===== src/rtl/utopia1_atm_rx_if.sv =====
// rtl/utopia1_atm_rx_if.sv - UTOPIA level 1 receive byte bus and assembled-cell handshake
interface utopia1_atm_rx_if;
    logic         clav;
    logic         en;
    logic         soc;
    logic [7:0]   data;
    logic         valid;
    logic         ready;
    logic [11:0]  vpi;
    logic [15:0]  vci;
    logic         clp;
    logic [2:0]   pt;
    logic [7:0]   hec;
    logic [383:0] payload;
    logic         hec_err;
    logic         sync_err;

    modport slave (
        output clav,
        input  en,
        input  soc,
        input  data,
        output valid,
        input  ready,
        output vpi,
        output vci,
        output clp,
        output pt,
        output hec,
        output payload,
        output hec_err,
        output sync_err
    );

    modport master (
        input  clav,
        output en,
        output soc,
        output data,
        input  valid,
        output ready,
        input  vpi,
        input  vci,
        input  clp,
        input  pt,
        input  hec,
        input  payload,
        input  hec_err,
        input  sync_err
    );
endinterface


===== src/rtl/utopia1_atm_rx.sv =====
// rtl/utopia1_atm_rx.sv - UTOPIA level 1 ATM cell receiver with HEC check and resync
module utopia1_atm_rx #(
    parameter logic [7:0] HEC_COSET = 8'h55,
    parameter bit         HEC_CHECK = 1'b1
) (
    input  logic             clk_in,
    input  logic             reset_n,
    utopia1_atm_rx_if.slave  u
);
    typedef enum logic [1:0] {
        IDLE    = 2'd0,
        HEADER  = 2'd1,
        PAYLOAD = 2'd2,
        DELIVER = 2'd3
    } state_t;

    state_t       state_q, state_d;
    logic [5:0]   cnt_q, cnt_d;
    logic [7:0]   crc_q, crc_d;
    logic         clav_q, clav_d;
    logic         valid_q, valid_d;
    logic         hec_err_q, hec_err_d;
    logic         sync_err_q, sync_err_d;
    logic [11:0]  vpi_q, vpi_d;
    logic [15:0]  vci_q, vci_d;
    logic         clp_q, clp_d;
    logic [2:0]   pt_q, pt_d;
    logic [7:0]   hec_q, hec_d;
    logic [383:0] payload_q, payload_d;

    logic         accept;
    logic [5:0]   byte_rev;
    logic [8:0]   byte_lo;

    // CRC-8, polynomial x^8+x^2+x+1, one byte MSB first
    function automatic logic [7:0] crc8_step(input logic [7:0] crc_in, input logic [7:0] din);
        logic [7:0] c;
        c = crc_in;
        for (int i = 7; i >= 0; i--) begin
            if (c[7] ^ din[i]) c = {c[6:0], 1'b0} ^ 8'h07;
            else               c = {c[6:0], 1'b0};
        end
        return c;
    endfunction

    assign accept   = ~u.en;
    // Payload byte cnt-5 lands at bit 8*(52-cnt), so byte 0 is the MSB byte
    assign byte_rev = 6'd52 - cnt_q;
    assign byte_lo  = {byte_rev, 3'b000};

    always_comb begin
        state_d    = state_q;
        cnt_d      = cnt_q;
        crc_d      = crc_q;
        valid_d    = valid_q;
        hec_err_d  = hec_err_q;
        sync_err_d = 1'b0;
        vpi_d      = vpi_q;
        vci_d      = vci_q;
        clp_d      = clp_q;
        pt_d       = pt_q;
        hec_d      = hec_q;
        payload_d  = payload_q;

        case (state_q)
            IDLE: begin
                if (accept && u.soc) begin
                    state_d     = HEADER;
                    cnt_d       = 6'd1;
                    crc_d       = crc8_step(8'h00, u.data);
                    vpi_d[11:4] = u.data;
                end
            end
            HEADER, PAYLOAD: begin
                if (accept && u.soc) begin
                    sync_err_d  = 1'b1;
                    state_d     = HEADER;
                    cnt_d       = 6'd1;
                    crc_d       = crc8_step(8'h00, u.data);
                    vpi_d[11:4] = u.data;
                end else if (accept && state_q == HEADER) begin
                    cnt_d = cnt_q + 6'd1;
                    case (cnt_q)
                        6'd1: begin
                            vpi_d[3:0]   = u.data[7:4];
                            vci_d[15:12] = u.data[3:0];
                            crc_d        = crc8_step(crc_q, u.data);
                        end
                        6'd2: begin
                            vci_d[11:4] = u.data;
                            crc_d       = crc8_step(crc_q, u.data);
                        end
                        6'd3: begin
                            vci_d[3:0] = u.data[7:4];
                            clp_d      = u.data[3];
                            pt_d       = u.data[2:0];
                            crc_d      = crc8_step(crc_q, u.data);
                        end
                        default: begin
                            hec_d   = u.data;
                            state_d = PAYLOAD;
                            cnt_d   = 6'd5;
                        end
                    endcase
                end else if (accept) begin
                    payload_d[byte_lo +: 8] = u.data;
                    if (cnt_q == 6'd52) state_d = DELIVER;
                    else                cnt_d   = cnt_q + 6'd1;
                end
            end
            DELIVER: begin
                // First DELIVER cycle raises valid; ready counts only once valid is up
                if (!valid_q) begin
                    valid_d   = 1'b1;
                    hec_err_d = HEC_CHECK && ((crc_q ^ HEC_COSET) != hec_q);
                end else if (u.ready) begin
                    valid_d   = 1'b0;
                    hec_err_d = 1'b0;
                    state_d   = IDLE;
                    cnt_d     = 6'd0;
                    crc_d     = 8'h00;
                end
            end
            default: begin
                state_d = IDLE;
                cnt_d   = 6'd0;
            end
        endcase

        clav_d = (state_d != DELIVER);
    end

    always_ff @(posedge clk_in or negedge reset_n) begin
        if (!reset_n) begin
            state_q    <= IDLE;
            cnt_q      <= 6'd0;
            crc_q      <= 8'h00;
            clav_q     <= 1'b0;
            valid_q    <= 1'b0;
            hec_err_q  <= 1'b0;
            sync_err_q <= 1'b0;
            vpi_q      <= 12'h000;
            vci_q      <= 16'h0000;
            clp_q      <= 1'b0;
            pt_q       <= 3'b000;
            hec_q      <= 8'h00;
            payload_q  <= '0;
        end else begin
            state_q    <= state_d;
            cnt_q      <= cnt_d;
            crc_q      <= crc_d;
            clav_q     <= clav_d;
            valid_q    <= valid_d;
            hec_err_q  <= hec_err_d;
            sync_err_q <= sync_err_d;
            vpi_q      <= vpi_d;
            vci_q      <= vci_d;
            clp_q      <= clp_d;
            pt_q       <= pt_d;
            hec_q      <= hec_d;
            payload_q  <= payload_d;
        end
    end

    assign u.clav     = clav_q;
    assign u.valid    = valid_q;
    assign u.hec_err  = hec_err_q;
    assign u.sync_err = sync_err_q;
    assign u.vpi      = vpi_q;
    assign u.vci      = vci_q;
    assign u.clp      = clp_q;
    assign u.pt       = pt_q;
    assign u.hec      = hec_q;
    assign u.payload  = payload_q;
endmodule


===== src/flat_wrapper.sv =====
// flat-port wrapper written by rule: the top's interface ports become plain ports
module utopia1_atm_rx_flat 
#(
    parameter logic [7:0] HEC_COSET = 8'h55,
    parameter bit         HEC_CHECK = 1'b1
)
  (clk_in, reset_n, u_clav, u_en, u_soc, u_data, u_valid, u_ready, u_vpi, u_vci, u_clp, u_pt, u_hec, u_payload, u_hec_err, u_sync_err);
  utopia1_atm_rx_if u_i ();
  input  logic clk_in;
  input  logic reset_n;
  output wire logic [$bits(u_i.clav)-1:0] u_clav;
  input wire logic [$bits(u_i.en)-1:0] u_en;
  input wire logic [$bits(u_i.soc)-1:0] u_soc;
  input wire logic [$bits(u_i.data)-1:0] u_data;
  output wire logic [$bits(u_i.valid)-1:0] u_valid;
  input wire logic [$bits(u_i.ready)-1:0] u_ready;
  output wire logic [$bits(u_i.vpi)-1:0] u_vpi;
  output wire logic [$bits(u_i.vci)-1:0] u_vci;
  output wire logic [$bits(u_i.clp)-1:0] u_clp;
  output wire logic [$bits(u_i.pt)-1:0] u_pt;
  output wire logic [$bits(u_i.hec)-1:0] u_hec;
  output wire logic [$bits(u_i.payload)-1:0] u_payload;
  output wire logic [$bits(u_i.hec_err)-1:0] u_hec_err;
  output wire logic [$bits(u_i.sync_err)-1:0] u_sync_err;
  assign u_clav = u_i.clav;
  assign u_i.en = u_en;
  assign u_i.soc = u_soc;
  assign u_i.data = u_data;
  assign u_valid = u_i.valid;
  assign u_i.ready = u_ready;
  assign u_vpi = u_i.vpi;
  assign u_vci = u_i.vci;
  assign u_clp = u_i.clp;
  assign u_pt = u_i.pt;
  assign u_hec = u_i.hec;
  assign u_payload = u_i.payload;
  assign u_hec_err = u_i.hec_err;
  assign u_sync_err = u_i.sync_err;
  utopia1_atm_rx #(.HEC_COSET(HEC_COSET), .HEC_CHECK(HEC_CHECK)) u_core (.clk_in(clk_in), .reset_n(reset_n), .u(u_i));
endmodule

===== config.mk =====
export PLATFORM = sky130hd
export DESIGN_NAME = utopia1_atm_rx_flat
export DESIGN_NICKNAME = d
export VERILOG_FILES = /design/src/rtl/utopia1_atm_rx_if.sv /design/src/rtl/utopia1_atm_rx.sv /design/src/flat_wrapper.sv
export SDC_FILE = /design/constraint.sdc
export NUM_CORES = 1
export LEC_CHECK = 0
export BUFFER_PORTS_ARGS = -buffer_cell sky130_fd_sc_hd__buf_4
export CORE_ASPECT_RATIO = 1.2
export CORE_UTILIZATION = 58
export CTS_BUF_LIST = sky130_fd_sc_hd__clkbuf_8 sky130_fd_sc_hd__clkbuf_16
export CTS_CLUSTER_SIZE = 30
export DETAILED_ROUTE_END_ITERATION = 10
export PLACE_DENSITY = 0.91
export SYNTH_ARGS = -nofsm -noshare
export SYNTH_HDL_FRONTEND = slang
export SYNTH_SLANG_ARGS = --single-unit

===== constraint.sdc =====
create_clock -name clk_in -period 12.01 [get_ports clk_in]
set_clock_uncertainty 0.2 [all_clocks]
set_input_delay 2.402 -clock clk_in [delete_from_list [all_inputs] [get_ports clk_in]]
set_output_delay 2.402 -clock clk_in [all_outputs]
set_load 0.005 [all_outputs]

Yosys cells after proc, flatten, opt, wreduce, memory -nomap -nowiden
Index checks and enable logic that the tools add are counted.
W data, S select, Z words.
- flip-flop bits (word level): 444
- word-level logic and storage cells: 310
- equal/unequal tests: 17
- mux-type cells: 180
- bitwise gates (word level): 77
- shifts and indexed selects: 2
- add/sub/neg operators: 3
- reduce and logical (&&, ||, !) cells: 15
- operators with widths (operator ; count):
    $mux W8 ; 116
    $bwmux W384 ; 1
    $shift A8 B11 Y384 const A ; 1
    $shiftx A8 B11 Y384 ; 1
    $mux W3 ; 37
    $not A3 Y3 ; 36
    $mux W6 ; 8
    $pmux W8 S3 ; 2
    $xor A1 B1 Y1 ; 36
    $reduce_and A4 Y1 ; 5
    $pmux W6 S3 ; 1
    $mux W2 ; 8
    $eq A6 B2 Y1 const B ; 2
    $neg A9 Y11 ; 1
    $reduce_and A5 Y1 ; 2
    $ne A4 B2 Y1 const B ; 2
    $ne A8 B8 Y1 ; 1
    $add A6 B1 Y6 const B ; 1
    $eq A6 B1 Y1 const B ; 1
    $eq A6 B6 Y1 const B ; 1
    $mux W1 ; 6
    $ne A2 B2 Y1 const B ; 3
    $pmux W2 S3 ; 1
    $reduce_or A3 Y1 ; 2
    other kinds (12) ; 19

Depth between registers and ports, before layout
Gate-level depths: netlist of the first run.
- depth after elaboration: 48
- depth in mapped cells: 14
- mapped depth without buffers: 8

Least setup slack after synthesis of the first run
OpenSTA, ideal clock, no wires.
- kind: input-to-reg
- start: in u_soc
- end: reg u_core.payload_q[376], in the netlist u_core.u.payload[376]
- setup slack: 7.176 ns
- stages on the path: 5
- setup time: 0.125 ns
- data required time: 11.685 ns
- data arrival time: 4.510 ns
- path through: nand2b_1 nor3_1 nand3_1 nor3_2 mux2_2
- word-level cells in the longest chain between the ends: 3
- ends and longest elaborated chain (item ; RTL line ; text):
    from (decl) ; flat_wrapper.sv:13 ; input wire logic [$bits(u_i.soc)-1:0] u_soc;
    $logic_and A1 B1 Y1 ; utopia1_atm_rx.sv:75 ; if (accept && u.soc) begin
    $not A1 Y1 (no source line) ; n/a ;
    $reduce_and A4 Y1 (no source line) ; n/a ;
    to (signal assigned) ; utopia1_atm_rx.sv:161 ; payload_q <= payload_d;
    to (decl) ; utopia1_atm_rx.sv:29 ; logic [383:0] payload_q, payload_d;
No other way between the ends.
A chain may end at the register's enable or synchronous reset.

Final worst setup path of the first run
- start: in u_soc
- end: reg u_core.payload_q[377], in the netlist u_core.u.payload[377]
The elaborated chain is that of the path after synthesis.

==> metrics.log, run 1 <==
[metrics] # setup viols final: 0
[metrics] synth cell count leaders: 444 x sky130_fd_sc_hd__dfrtp_1, 342 x sky130_fd_sc_hd__mux2_2, 58 x sky130_fd_sc_hd__nor2_1
[metrics] area added between synthesis and finish: 27.1%
[metrics] max-slew violation count: 0
[metrics] placed wire-length estimate after detailed placement: 38200 um
[metrics] total of buffers placed on input and output ports: 440
[metrics] number of setup buffers added after CTS: 0
[metrics] antenna cells: 0
[metrics] part of the Yosys area used for sequential elements: 58.0%
[metrics] initial cell density of the core: 59.2%
[metrics] largest stage delay on the critical path: 1.05 ns
[metrics] kind of end point of the critical path: register
[metrics] via count normalized by instance count: 6.05
[metrics] Routed Antenna Nets: 0
[metrics] CTS buffer count: 42
[metrics] ys flop type: sky130_fd_sc_hd__dfrtp_1
[metrics] die outline height: 201 um
[metrics] wire length of the first global-routing pass: slightly below 90000 um
[metrics] cell class contributing the biggest share of worst-path delay: simple AND/OR/NAND/NOR gates
[metrics] maximum achievable frequency: 184 MHz
[metrics] number of clock sinks seen by CTS: between 400 and 500
[metrics] total nets after synthesis: roughly 1400
[metrics] ordered list of cells on the worst path: buf_4 -> nand2b_1 -> nor3_1 -> nand3_1 -> nor3_2 -> mux2_2
[metrics] outcome: finished, final reports clean
[metrics] initial antenna violation count: 0
[metrics] Yosys warning count: 0
[metrics] count of buffering cells on the critical path with inverters included: 1
[metrics] gate count of the mapped netlist: 1403
[metrics] total power per unit cell area: 168 mW/mm2
[metrics] clock-pin slew reported for the worst setup and hold paths after clock tree synthesis: 0.06 ns
[metrics] crit path time final: roughly 5.4 ns
[metrics] fill cell count: ~1900
[metrics] class of the worst hold path: register to register
[metrics] Total Die Area: 0.0337 mm2
[metrics] maximum clock path buffer count: 3
[metrics] max-capacitance violation count: 0
[metrics] post-route clock period utilization: approximately 45%
[metrics] Die Span X: 168 um
[metrics] fraction of synthesis flops using an asynchronous set or reset pin: 100%
[metrics] CTS tree: built
[metrics] Cell Area, Placed: 0.0227 mm2
[metrics] Synth top area share: 58.0%
[metrics] total track usage: between 30% and 40%
[metrics] synthesized area divided by synthesized cell count: 13.6 um2
[metrics] crit path max fanout: 9
[metrics] residual overflow from global routing: 0
[metrics] leakage: ~13 nW
[metrics] Yosys top cell by area: sky130_fd_sc_hd__dfrtp_1
[metrics] maximum number of pins on one net before global-route repair: 181
[metrics] Final Hold Violating Endpoints: 0
[metrics] Total Neg Setup Slack: 0 ns
[metrics] setup repair after global routing missed its margin: no
[metrics] Worst Tran Pin Value: 1.36 ns
[metrics] hold-fix buffers at CTS: 0
[metrics] wire per inst: 25.2 um
[metrics] WP data arrival: 5.68 ns
[metrics] area of all placed cells without fillers: around 0.024 mm2
[metrics] combined area of all synthesized cells: 0.0191 mm2
[metrics] vias in the first global route: 14441
[metrics] number of rows in the core area: 72
[metrics] Setup Crit Path Kind: input pin to register
[metrics] DRC errors left: 0
[metrics] total wire length: 56900 um
[metrics] Total Nets Final: 1841
[metrics] number of different library cells in the post-synthesis netlist: 64
[metrics] slowest stage cell on the critical path: sky130_fd_sc_hd__nor3_1
[metrics] top-level port count: 441
[metrics] latest clock arrival within the worst-skew pair: about 0.54 ns
[metrics] Clock Root Buffer: sky130_fd_sc_hd__clkbuf_16
[metrics] worst endpoint required time: around 12 ns
[metrics] layout cells sized above 1: between 40% and 50%
[metrics] startpoint types: input pin
[metrics] Peak VDD IR: between 0.00015 and 0.0002 V
[metrics] global placement routability congestion: between 0.8 and 0.9
[metrics] core outline area: between 0.03 and 0.04 mm2
[metrics] Synth Register Bits: 444
[metrics] leading post-synthesis cells by cell area: sky130_fd_sc_hd__dfrtp_1 58%, sky130_fd_sc_hd__mux2_2 20%, sky130_fd_sc_hd__mux2_1 2.8%
[metrics] starting DRC count in detailed routing: 978
[metrics] via count: 13674
[metrics] number of detailed-route iterations in the first pass: 5
[metrics] worst rel slew slack: 8.54%
[metrics] deepest level of the CTS H-tree: 2
[metrics] count of cells resized by post-cts repair: 0
[metrics] most common cell in the synthesized netlist: sky130_fd_sc_hd__dfrtp_1
[metrics] Post-synth EDFFs: 0
-- placed cells by master, fill, tap and decap left out, drive strengths merged, types with 21 or more instances in the layout --
cell,netlist,final
mux2,389,389
and3,45,45
dfrtp,444,444
mux2i,27,27
nand2,57,57
nand3,21,21
nor3,39,39
inv,43,48
xnor2,22,22
o21ai,23,23
buf,34,451
nor4,22,22
nor2,59,59
clkbuf,43,59
-- registers in the layout, indices dropped and copies added, names as in the netlist --
signal and cells:
u_core.u.clp 1, u_core.crc_q 8, u_core.u.hec_err 1, u_core.state_q 2, u_core.u.clav 1, u_core.u.sync_err 1
u_core.u.pt 3, u_core.u.payload 384, u_core.u.valid 1, u_core.cnt_q 6, u_core.u.hec 8, u_core.u.vci 16
u_core.u.vpi 12
-- routing by layer --
metal  global-route usage (%)  wire, um  vias up
met2                     58.0     28900      716
met3                     7.61      4200      227
met1                     39.7     20400     6943
met4                     19.9      3450        0
met5                        0         0        -
li1                         -         -     5788
-- path summary, 6_finish.rpt --
check                                       from               endpoint  slack, ns  depth (start not counted)
setup / recovery                           u_soc  u_core.u.payload[377]       6.56                          6
min in group asynchronous                reset_n   u_core.u.payload[34]       1.71                          1
setup reg to reg                 u_core.cnt_q[0]  u_core.u.payload[163]       6.64                          9
hold reg to reg            u_core.u.payload[233]  u_core.u.payload[233]       0.29                          1
max in group asynchronous                reset_n  u_core.u.payload[283]       7.40                          3
hold / removal             u_core.u.payload[233]  u_core.u.payload[233]       0.29                          1
-- layout make-up --
class | instances | area [um2] | share of cell area (%)
clock buffer | 59 | 1320 | 5.42
tap | 407 | 509 | 2.09
clock inverter | 19 | 278 | 1.14
sequential | 444 | 11100 | 45.7
inverter | 43 | 161 | 0.663
multi-input combinational | 839 | 7550 | 31.0
timing repair buffer | 451 | 3410 | 14.0
-- worst reg2reg max path, stage by stage, from the launching register on --
cell	delay, ns
sky130_fd_sc_hd__dfrtp_1	0.32
sky130_fd_sc_hd__buf_4	0.34
sky130_fd_sc_hd__inv_1	0.37
sky130_fd_sc_hd__ha_1	0.87
sky130_fd_sc_hd__or2_2	0.40
sky130_fd_sc_hd__nor3_1	0.10
sky130_fd_sc_hd__or4_4	0.53
sky130_fd_sc_hd__a21oi_1	0.51
sky130_fd_sc_hd__nor4bb_2	1.18
sky130_fd_sc_hd__mux2_2	0.44
-- cells by family after synthesis --
kind of cell / count (synthesis) / synth area share (%)
adder cells (fa/ha/maj): 7 / 0.457
buffers and inverters: 120 / 2.74
AND/OR/NAND/NOR: 310 / 10.1
flip-flops: 444 / 58.0
multiplexers: 416 / 24.4
XOR/XNOR: 41 / 1.95
AO/OA/AOI/OAI: 65 / 2.37
-- power by group --
| group | switching [W] | internal (W) |
|---|---|---|
| clock | 0.000572 | 0.000918 |
| combinational | 0.000583 | 0.000346 |
| sequential | 0.0000860 | 0.00159 |
-- per-stage QoR --
step / util (%) / hold slack [ns] / power, W / std cells / setup slack, ns
final: 75.3 / 0.289 / 0.00410 / 2262 / 6.56
after global routing: 75.3 / 0.312 / 0.00425 / 2262 / 6.32
after CTS: 75.3 / 0.291 / 0.00410 / 2262 / 6.64
after detailed placement: 70.3 / 0.278 / 0.00262 / 2184 / 6.10
after global placement: 70.3 / 0.268 / 0.00258 / 2184 / 6.15
after floorplan: - / 0.273 / 0.00225 / 1403 / 7.18
No activity file was read; power rests on OpenSTA's default activity.
==> inputs of run 2 (changes only) <==
--- a/config.mk
+++ b/config.mk
@@ -5,13 +5,14 @@
 export SDC_FILE = /design/constraint.sdc
 export NUM_CORES = 1
 export LEC_CHECK = 0
+export ABC_AREA = 1
 export BUFFER_PORTS_ARGS = -buffer_cell sky130_fd_sc_hd__buf_4
 export CORE_ASPECT_RATIO = 1.2
-export CORE_UTILIZATION = 58
+export CORE_UTILIZATION = 54
 export CTS_BUF_LIST = sky130_fd_sc_hd__clkbuf_8 sky130_fd_sc_hd__clkbuf_16
 export CTS_CLUSTER_SIZE = 30
 export DETAILED_ROUTE_END_ITERATION = 10
-export PLACE_DENSITY = 0.91
+export PLACE_DENSITY = 0.86
 export SYNTH_ARGS = -nofsm -noshare
 export SYNTH_HDL_FRONTEND = slang
 export SYNTH_SLANG_ARGS = --single-unit
==> constraint.sdc (replaced) <==
create_clock -name clk_in -period 5.4 [get_ports clk_in]
set_clock_uncertainty 0.2 [all_clocks]
set_input_delay 1.08 -clock clk_in [delete_from_list [all_inputs] [get_ports clk_in]]
set_output_delay 1.08 -clock clk_in [all_outputs]
set_load 0.005 [all_outputs]
==> run 2 against run 1 <==
Against the previous run:
- utilization fell by 6.6 points
- flip-flop and latch count did not move
- power rose by 130%
- hold slack got worse by 0.014 ns
- setup slack got worse by 5.6 ns
- count of clock-buffer cells in the layout fell by 4
- critical path depth rose by 7
- sequential power rose by 130%
- clock power rose by 110%
- first-iteration DRC count rose by 61%
- global-route usage rose by 0.45 points
- cell count rose by 42%
==> metrics.log, run 2 <==
[metrics] WP data arrival: 4.64 ns (was 5.68 ns)
[metrics] initial cell density of the core: 54.7% (was 59.2%)
[metrics] portion of total power attributed to combinational logic: 27.1% (was 22.7%)
[metrics] total nets after synthesis: 2348 (was 1423)
[metrics] max-slew violation count: 0 (unchanged)
[metrics] Synth Register Bits: 444 (unchanged)
[metrics] Total Nets Final: 2736 (was 1841)
[metrics] Cell Area, Placed: 0.0231 mm2 (was 0.0227 mm2)
[metrics] Total Neg Setup Slack: 0 ns (unchanged)
[metrics] number of setup buffers added after CTS: 0 (unchanged)
[metrics] switching fraction of total power: 35.7% (was 30.3%)
[metrics] kind of end point of the critical path: register (unchanged)
[metrics] residual overflow from global routing: 0 (unchanged)
[metrics] count of placed standard cells including taps: 3139 (was 2184)
[metrics] placed wire-length estimate after detailed placement: 44600 um (was 38200 um)
[metrics] # setup viols final: 0 (unchanged)
[metrics] crit path max fanout: 41 (was 9)
[metrics] layout cells sized above 1: 21.4% (was 49.3%)
[metrics] Yosys top cell by area: sky130_fd_sc_hd__dfrtp_1 (unchanged)
[metrics] FF/Latch Area: 0.0111 mm2 (about the same)
[metrics] fraction of synthesis flops using an asynchronous set or reset pin: 100% (unchanged)
[metrics] switching pwr: 0.00342 W (was 0.00124 W)
[metrics] most common cell in the synthesized netlist: sky130_fd_sc_hd__nand2_1 (was sky130_fd_sc_hd__dfrtp_1)
[metrics] part of the Yosys area used for sequential elements: 56.8% (was 58.0%)
[metrics] worst endpoint required time: 5.62 ns (was 12.24 ns)
[metrics] deepest level of the CTS H-tree: 2 (unchanged)
[metrics] startpoint types: register (was input pin)
[metrics] Clk pwr share: 32.9% (was 36.4%)
[metrics] clock-pin slew reported for the worst setup and hold paths after clock tree synthesis: 0.06 ns (about the same)
[metrics] ys flop type: sky130_fd_sc_hd__dfrtp_1 (unchanged)
[metrics] leading post-synthesis cells by cell area: sky130_fd_sc_hd__dfrtp_1 57%, sky130_fd_sc_hd__nand2_1 15%, sky130_fd_sc_hd__o21ai_0 6.7% (was sky130_fd_sc_hd__dfrtp_1 58%, sky130_fd_sc_hd__mux2_2 20%, sky130_fd_sc_hd__mux2_1 2.8%)
[metrics] Peak VDD IR: 0.000264 V (was 0.000165 V)
[metrics] synth cell count leaders: 780 x sky130_fd_sc_hd__nand2_1, 444 x sky130_fd_sc_hd__dfrtp_1, 261 x sky130_fd_sc_hd__o21ai_0 (was 444 x sky130_fd_sc_hd__dfrtp_1, 342 x sky130_fd_sc_hd__mux2_2, 58 x sky130_fd_sc_hd__nor2_1)
[metrics] CTS tree: built (unchanged)
[metrics] Final Hold Violating Endpoints: 0 (unchanged)
[metrics] core outline area: 0.0358 mm2 (was 0.0323 mm2)
[metrics] wire length of the first global-routing pass: 98700 um (was 86900 um)
[metrics] fill cell count: 2723 (was 1940)
[metrics] startpoint of the most critical hold path: u_core.u.payload[290] (was u_core.u.payload[233])
[metrics] register share of total power: 40.1% (was 40.9%)
[metrics] hold-fix buffers at CTS: 0 (unchanged)
[metrics] outcome: finished, final reports clean (unchanged)
[metrics] via count: 18353 (was 13674)
[metrics] start of the worst register-to-register path: u_core.cnt_q[0] (unchanged)
[metrics] wire per inst: 20.1 um (was 25.2 um)
[metrics] number of flip-flops in the largest register: 384 (unchanged)
[metrics] Post-synth EDFFs: 0 (unchanged)
[metrics] Total Die Area: 0.0370 mm2 (was 0.0337 mm2)
[metrics] total wire length: 64600 um (was 56900 um)
[metrics] total of buffers placed on input and output ports: 440 (unchanged)
[metrics] Hold Path Depth: 2 (was 1)
[metrics] via count normalized by instance count: 5.70 (was 6.05)
[metrics] total track usage: 34.6% (was 34.1%)
[metrics] number of clock sinks seen by CTS: 444 (unchanged)
[metrics] top-level port count: 441 (unchanged)
[metrics] Clock Root Buffer: sky130_fd_sc_hd__clkbuf_16 (unchanged)
[metrics] maximum clock path buffer count: 3 (unchanged)
[metrics] Die Span X: 176 um (was 168 um)
[metrics] area added between synthesis and finish: 25.5% (was 27.1%)
[metrics] post-route clock period utilization: 81.7%
[metrics] maximum number of pins on one net before global-route repair: 119 (was 181)
[metrics] Worst Tran Pin Value: 1.28 ns (was 1.36 ns)
[metrics] total power per unit cell area: 390 mW/mm2 (was 168 mW/mm2)
[metrics] combined area of all synthesized cells: 0.0196 mm2 (was 0.0191 mm2)
[metrics] number of standard cells in the layout, taps in and fillers out: 3218 (was 2262)
[metrics] count of cells resized by post-cts repair: 0 (unchanged)
[metrics] Routed Antenna Nets: 0 (unchanged)
[metrics] latest clock arrival within the worst-skew pair: 0.55 ns (was 0.54 ns)
[metrics] number of detailed-route iterations in the first pass: 5 (unchanged)
[metrics] class of the worst hold path: register to register (unchanged)
[metrics] area of all placed cells without fillers: 0.0246 mm2 (was 0.0243 mm2)
[metrics] number of different library cells in the post-synthesis netlist: 47 (was 64)
[metrics] Critical Path Start: u_core.cnt_q[0] (was u_soc)
[metrics] starting DRC count in detailed routing: 1573 (was 978)
[metrics] internal portion of total power: 0.00616 W (was 0.00285 W)
[metrics] maximum achievable frequency: 227 MHz
[metrics] worst rel slew slack: 14.5% (was 8.54%)
[metrics] leading cell type in the layout, fill and taps excluded: sky130_fd_sc_hd__nand2_1 (was sky130_fd_sc_hd__buf_4)
[metrics] max-capacitance violation count: 0 (unchanged)
[metrics] footprint of the multi-input gates: 0.00739 mm2 (was 0.00755 mm2)
[metrics] number of rows in the core area: 76 (was 72)
[metrics] gate count of the mapped netlist: 2328 (was 1403)
[metrics] Synth top area share: 56.8% (was 58.0%)
[metrics] CTS buffer count: 43 (was 42)
[metrics] number of cell instances on the worst register-to-register path: 13 (was 9)
[metrics] DRC errors left: 0 (unchanged)
[metrics] crit path time final: 4.41 ns
[metrics] leakage: 12.7 nW (about the same)
[metrics] die outline height: 211 um (was 201 um)
[metrics] vias in the first global route: 17821 (was 14441)
[metrics] setup repair after global routing missed its margin: no (unchanged)
[metrics] most frequent cells in the layout: 779 x sky130_fd_sc_hd__nand2_1, 453 x sky130_fd_sc_hd__buf_4, 443 x sky130_fd_sc_hd__dfrtp_1 (was 449 x sky130_fd_sc_hd__buf_4, 444 x sky130_fd_sc_hd__dfrtp_1, 342 x sky130_fd_sc_hd__mux2_2)
[metrics] synthesized area divided by synthesized cell count: 8.41 um2 (was 13.6 um2)
[metrics] initial antenna violation count: 1 (was 0)
[metrics] Yosys warning count: 0 (unchanged)
[metrics] Setup Crit Path Kind: register to register (was input pin to register)
[metrics] global placement routability congestion: 0.927 (was 0.849)
run 2: final timing paths:
check / slack (ns) / end
worst max-delay path: 0.99 / u_core.u.payload[179]
worst min-delay path: 0.28 / u_core.u.payload[290]
worst max register to register: 0.99 / u_core.u.payload[179]
worst min register to register: 0.28 / u_core.u.payload[290]
max in group asynchronous: 3.42 / u_core.u.payload[48]
min in group asynchronous: 0.41 / u_core.u.payload[331]
run 2: final cells by class:
type,count,share of cell area (%)
well taps,468,2.38
diodes,1,0.0102
flip-flops and latches,444,45.2
inverters,143,2.19
clock inverters,23,0.881
clock buffers,55,5.15
repair buffers,456,14.1
multi-input cells,1628,30.1
run 2: per-stage QoR:
stage                     setup slack, ns  utilization [%]  total power (W)  hold WS, ns
after floorplan                      2.54                -          0.00546        0.265
after global placement               1.29             64.5          0.00633        0.257
after detailed placement             1.14             64.5          0.00640        0.260
after CTS                            1.08             68.7          0.00954        0.276
after global routing                0.732             68.7          0.00996        0.291
final                               0.986             68.7          0.00958        0.275
run 2: worst max-delay path, stage by stage, from the launching register on:
cell and delay, ns:
sky130_fd_sc_hd__dfrtp_1 0.53, sky130_fd_sc_hd__inv_2 0.13, sky130_fd_sc_hd__ha_1 0.39, sky130_fd_sc_hd__nor2_4 0.35, sky130_fd_sc_hd__nand2_1 0.09, sky130_fd_sc_hd__nor2_1 0.20
sky130_fd_sc_hd__nand3_1 0.14, sky130_fd_sc_hd__nand2_2 0.15, sky130_fd_sc_hd__inv_1 0.09, sky130_fd_sc_hd__nor2_4 0.69, sky130_fd_sc_hd__nand3_2 0.52, sky130_fd_sc_hd__buf_4 0.43
sky130_fd_sc_hd__o21ai_0 0.26, sky130_fd_sc_hd__nand2_1 0.11
run 2: cells by family after synthesis:
family | synth area share, %
AND/OR/NAND/NOR | 26.6
buffers and inverters | 5.57
XOR/XNOR | 1.16
AO/OA/AOI/OAI | 9.40
adder cells (fa/ha/maj) | 0.447
flip-flops | 56.8
run 2: power by group through the flow:
stage | clock network (W) | registers, W | logic [W]
2_1_floorplan | 0 | 0.00380 | 0.00165
3_3_place_gp | 0 | 0.00387 | 0.00246
3_5_place_dp | 0 | 0.00389 | 0.00251
4_1_cts | 0.00316 | 0.00383 | 0.00254
5_1_grt | 0.00328 | 0.00386 | 0.00282
6_report | 0.00315 | 0.00384 | 0.00259
run 2: routing by layer:
layer | wire length, um | track usage [%] | vias up
met2 | 31000 | 56.9 | 1049
met1 | 23200 | 41.4 | 8815
li1 | - | - | 8236
met3 | 6210 | 8.24 | 253
met5 | 0 | 0 | -
met4 | 4190 | 20.2 | 0
==> inputs of run 3 (changes only) <==
--- a/config.mk
+++ b/config.mk
@@ -5,7 +5,7 @@
 export SDC_FILE = /design/constraint.sdc
 export NUM_CORES = 1
 export LEC_CHECK = 0
-export ABC_AREA = 1
+export ABC_AREA = 0
 export BUFFER_PORTS_ARGS = -buffer_cell sky130_fd_sc_hd__buf_4
 export CORE_ASPECT_RATIO = 1.2
 export CORE_UTILIZATION = 54
==> constraint.sdc (replaced) <==
create_clock -name clk_in -period 4.1 [get_ports clk_in]
set_clock_uncertainty 0.2 [all_clocks]
set_input_delay 0.82 -clock clk_in [delete_from_list [all_inputs] [get_ports clk_in]]
set_output_delay 0.82 -clock clk_in [all_outputs]
set_load 0.005 [all_outputs]
==> run 3 against run 2 <==
Against the previous run:
- largest cell class unchanged
- global-route usage shrank 3.9 points
- non-clock buffer count grew 35
- utilization grew 1.9 points
- via count shrank 27%
==> metrics.log, run 3 (synthesis gave the netlist of run 1 again) <==
[metrics] wire per inst: 23.5 um (was 20.1 um)
[metrics] fill cell count: 2349 (was 2723)
[metrics] max-capacitance violation count: 0 (unchanged)
[metrics] startpoint types: register (unchanged)
[metrics] residual overflow from global routing: 0 (unchanged)
[metrics] # setup viols final: 0 (unchanged)
[metrics] layout cells sized above 1: 50.1% (was 21.4%)
[metrics] crit path max fanout: 17 (was 41)
[metrics] kind of end point of the critical path: register (unchanged)
[metrics] setup repair after global routing missed its margin: no (unchanged)
[metrics] Total Die Area: 0.0362 mm2 (was 0.0370 mm2)
[metrics] number of detailed-route iterations in the first pass: 5 (unchanged)
[metrics] number of setup buffers added after CTS: 0 (unchanged)
[metrics] total power per unit cell area: 477 mW/mm2 (was 390 mW/mm2)
[metrics] leading cell type in the layout, fill and taps excluded: sky130_fd_sc_hd__buf_4 (was sky130_fd_sc_hd__nand2_1)
[metrics] footprint of the multi-input gates: 0.00756 mm2 (was 0.00739 mm2)
[metrics] antenna cells: 0 (was 1)
[metrics] initial cell density of the core: 54.8% (was 54.7%)
[metrics] top-level port count: 441 (unchanged)
[metrics] DRC errors left: 0 (unchanged)
[metrics] Setup Crit Path Kind: register to register (unchanged)
[metrics] latest clock arrival within the worst-skew pair: 0.56 ns (was 0.55 ns)
[metrics] maximum achievable frequency: 253 MHz (was 227 MHz)
[metrics] core outline area: 0.0349 mm2 (was 0.0358 mm2)
[metrics] final cell utilization of the core: 70.6% (was 68.7%)
[metrics] r2r setup slk: 0.15 ns (was 0.99 ns)
[metrics] area added between synthesis and finish: 28.7% (was 25.5%)
[metrics] minimum setup slack in the final design: 0.147 ns (was 0.986 ns)
[metrics] initial antenna violation count: 0 (was 1)
[metrics] worst rel slew slack: 25.2% (was 14.5%)
[metrics] deepest level of the CTS H-tree: 2 (unchanged)
[metrics] CTS buffer count: 44 (was 43)
[metrics] number of rows in the core area: 75 (was 76)
[metrics] starting DRC count in detailed routing: 861 (was 1573)
[metrics] via count normalized by instance count: 5.72 (was 5.70)
[metrics] class of the worst hold path: input pin to async pin (was register to register)
[metrics] via count: 13468 (was 18353)
[metrics] wire length of the first global-routing pass: 85100 um (was 98700 um)
[metrics] placed wire-length estimate after detailed placement: 38700 um (was 44600 um)
[metrics] leakage: 12.9 nW (was 12.7 nW)
[metrics] Total Nets Final: 1883 (was 2736)
[metrics] Routed Antenna Nets: 0 (unchanged)
[metrics] crit path time final: 3.95 ns (was 4.41 ns)
[metrics] clock-pin slew reported for the worst setup and hold paths after clock tree synthesis: 0.06 ns (about the same)
[metrics] total wire length: 55400 um (was 64600 um)
[metrics] power after layout: 0.0118 W (was 0.00958 W)
[metrics] vias in the first global route: 14123 (was 17821)
[metrics] CTS tree: built (unchanged)
[metrics] number of clock sinks seen by CTS: 444 (unchanged)
[metrics] Clock Root Buffer: sky130_fd_sc_hd__clkbuf_16 (unchanged)
[metrics] WP data arrival: 4.18 ns (was 4.64 ns)
[metrics] maximum clock path buffer count: 3 (unchanged)
[metrics] Worst Tran Pin Value: 1.11 ns (was 1.28 ns)
[metrics] total of buffers placed on input and output ports: 440 (unchanged)
[metrics] global placement routability congestion: 0.897 (was 0.927)
[metrics] post-route clock period utilization: 96.4% (was 81.7%)
[metrics] FF/Latch Area: 0.0111 mm2 (about the same)
[metrics] total track usage: 30.7% (was 34.6%)
[metrics] Final Hold Violating Endpoints: 0 (unchanged)
[metrics] die outline height: 208 um (was 211 um)
[metrics] outcome: finished, final reports clean (unchanged)
[metrics] Placement Setup Slack: -0.00224 ns (was 1.14 ns)
[metrics] Die Span X: 174 um (was 176 um)
[metrics] most frequent cells in the layout: 485 x sky130_fd_sc_hd__buf_4, 444 x sky130_fd_sc_hd__dfrtp_1, 342 x sky130_fd_sc_hd__mux2_2 (was 779 x sky130_fd_sc_hd__nand2_1, 453 x sky130_fd_sc_hd__buf_4, 443 x sky130_fd_sc_hd__dfrtp_1)
[metrics] number of flip-flops in the largest register: 384 (unchanged)
[metrics] worst endpoint required time: 4.33 ns (was 5.62 ns)
[metrics] Total Neg Setup Slack: 0 ns (unchanged)
[metrics] max-slew violation count: 0 (unchanged)
[metrics] Peak VDD IR: 0.000471 V (was 0.000264 V)
[metrics] maximum number of pins on one net before global-route repair: 98 (was 119)
==> run 3: cell count changes in the layout (fill, tap and decap cells not counted), sizes merged, moves of 27 or more <==
cell | previous run | this run
mux2 | 0 | 389
nand3 | 165 | 21
inv | 147 | 57
nor2 | 216 | 59
buf | 456 | 491
mux2i | 0 | 27
and3 | 0 | 45
o21ai | 311 | 23
nand2 | 804 | 57
==> run 3: through the flow <==
step,std cells,area [um2],hold slack [ns]
6_report,2355,24600,0.0843
5_1_grt,2355,24600,0.139
3_5_place_dp,2279,23200,0.272
4_1_cts,2355,24600,0.112
3_3_place_gp,2279,23200,0.267
2_1_floorplan,1403,19100,0.273
==> run 3: layout make-up <==
class	count	area share (%)
multi-input combinational	839	30.7
clock buffer	50	4.85
inverter	43	0.655
timing repair buffer	491	15.2
tap	462	2.35
sequential	444	45.1
clock inverter	26	1.15
==> run 3: timing repair <==
action                                  4_1_cts  5_1_grt
endpoints found under the setup margin        5        7
pin swaps                                     0        0
hold buffers                                  0        0
cloned                                        0        0
resized for setup                             1        1
==> run 3: worst max-delay path, cell delays in order (launching register included) <==
cell	delay, ns
sky130_fd_sc_hd__dfrtp_1	0.37
sky130_fd_sc_hd__inv_1	0.10
sky130_fd_sc_hd__ha_1	0.33
sky130_fd_sc_hd__or3b_1	0.43
sky130_fd_sc_hd__a2111oi_2	0.52
sky130_fd_sc_hd__nor2_2	0.19
sky130_fd_sc_hd__mux2i_4	0.30
sky130_fd_sc_hd__buf_12	0.24
sky130_fd_sc_hd__or4_1	0.73
sky130_fd_sc_hd__mux2_1	0.39
==> run 3: power by group <==
part | switching, W | total (W) | internal (W)
combinational | 0.00169 | 0.00275 | 0.00106
clock | 0.00168 | 0.00414 | 0.00246
sequential | 0.000223 | 0.00489 | 0.00466
total | 0.00359 | 0.0118 | 0.00818
==> run 3: metal layers <==
layer | part of all wire, % | GRT usage, % | up-vias
met5 | 0 | 0 | -
met4 | 4.7 | 14.7 | 0
met3 | 5.8 | 5.87 | 155
met2 | 51 | 52.1 | 507
met1 | 39 | 37.7 | 6934
li1 | - | - | 5872
==> run 3: worst paths after layout <==
check / startpoint / end / cells after the start
min in group clk_in: u_core.u.vci[5] / u_core.u.vci[5] / 2
max in group asynchronous: reset_n / u_core.u.payload[188] / 2
setup / recovery: u_core.cnt_q[1] / u_core.u.payload[15] / 9
hold / removal: reset_n / u_core.u.vci[2] / 1
hold reg to reg: u_core.u.vci[5] / u_core.u.vci[5] / 2
setup reg to reg: u_core.cnt_q[1] / u_core.u.payload[15] / 9
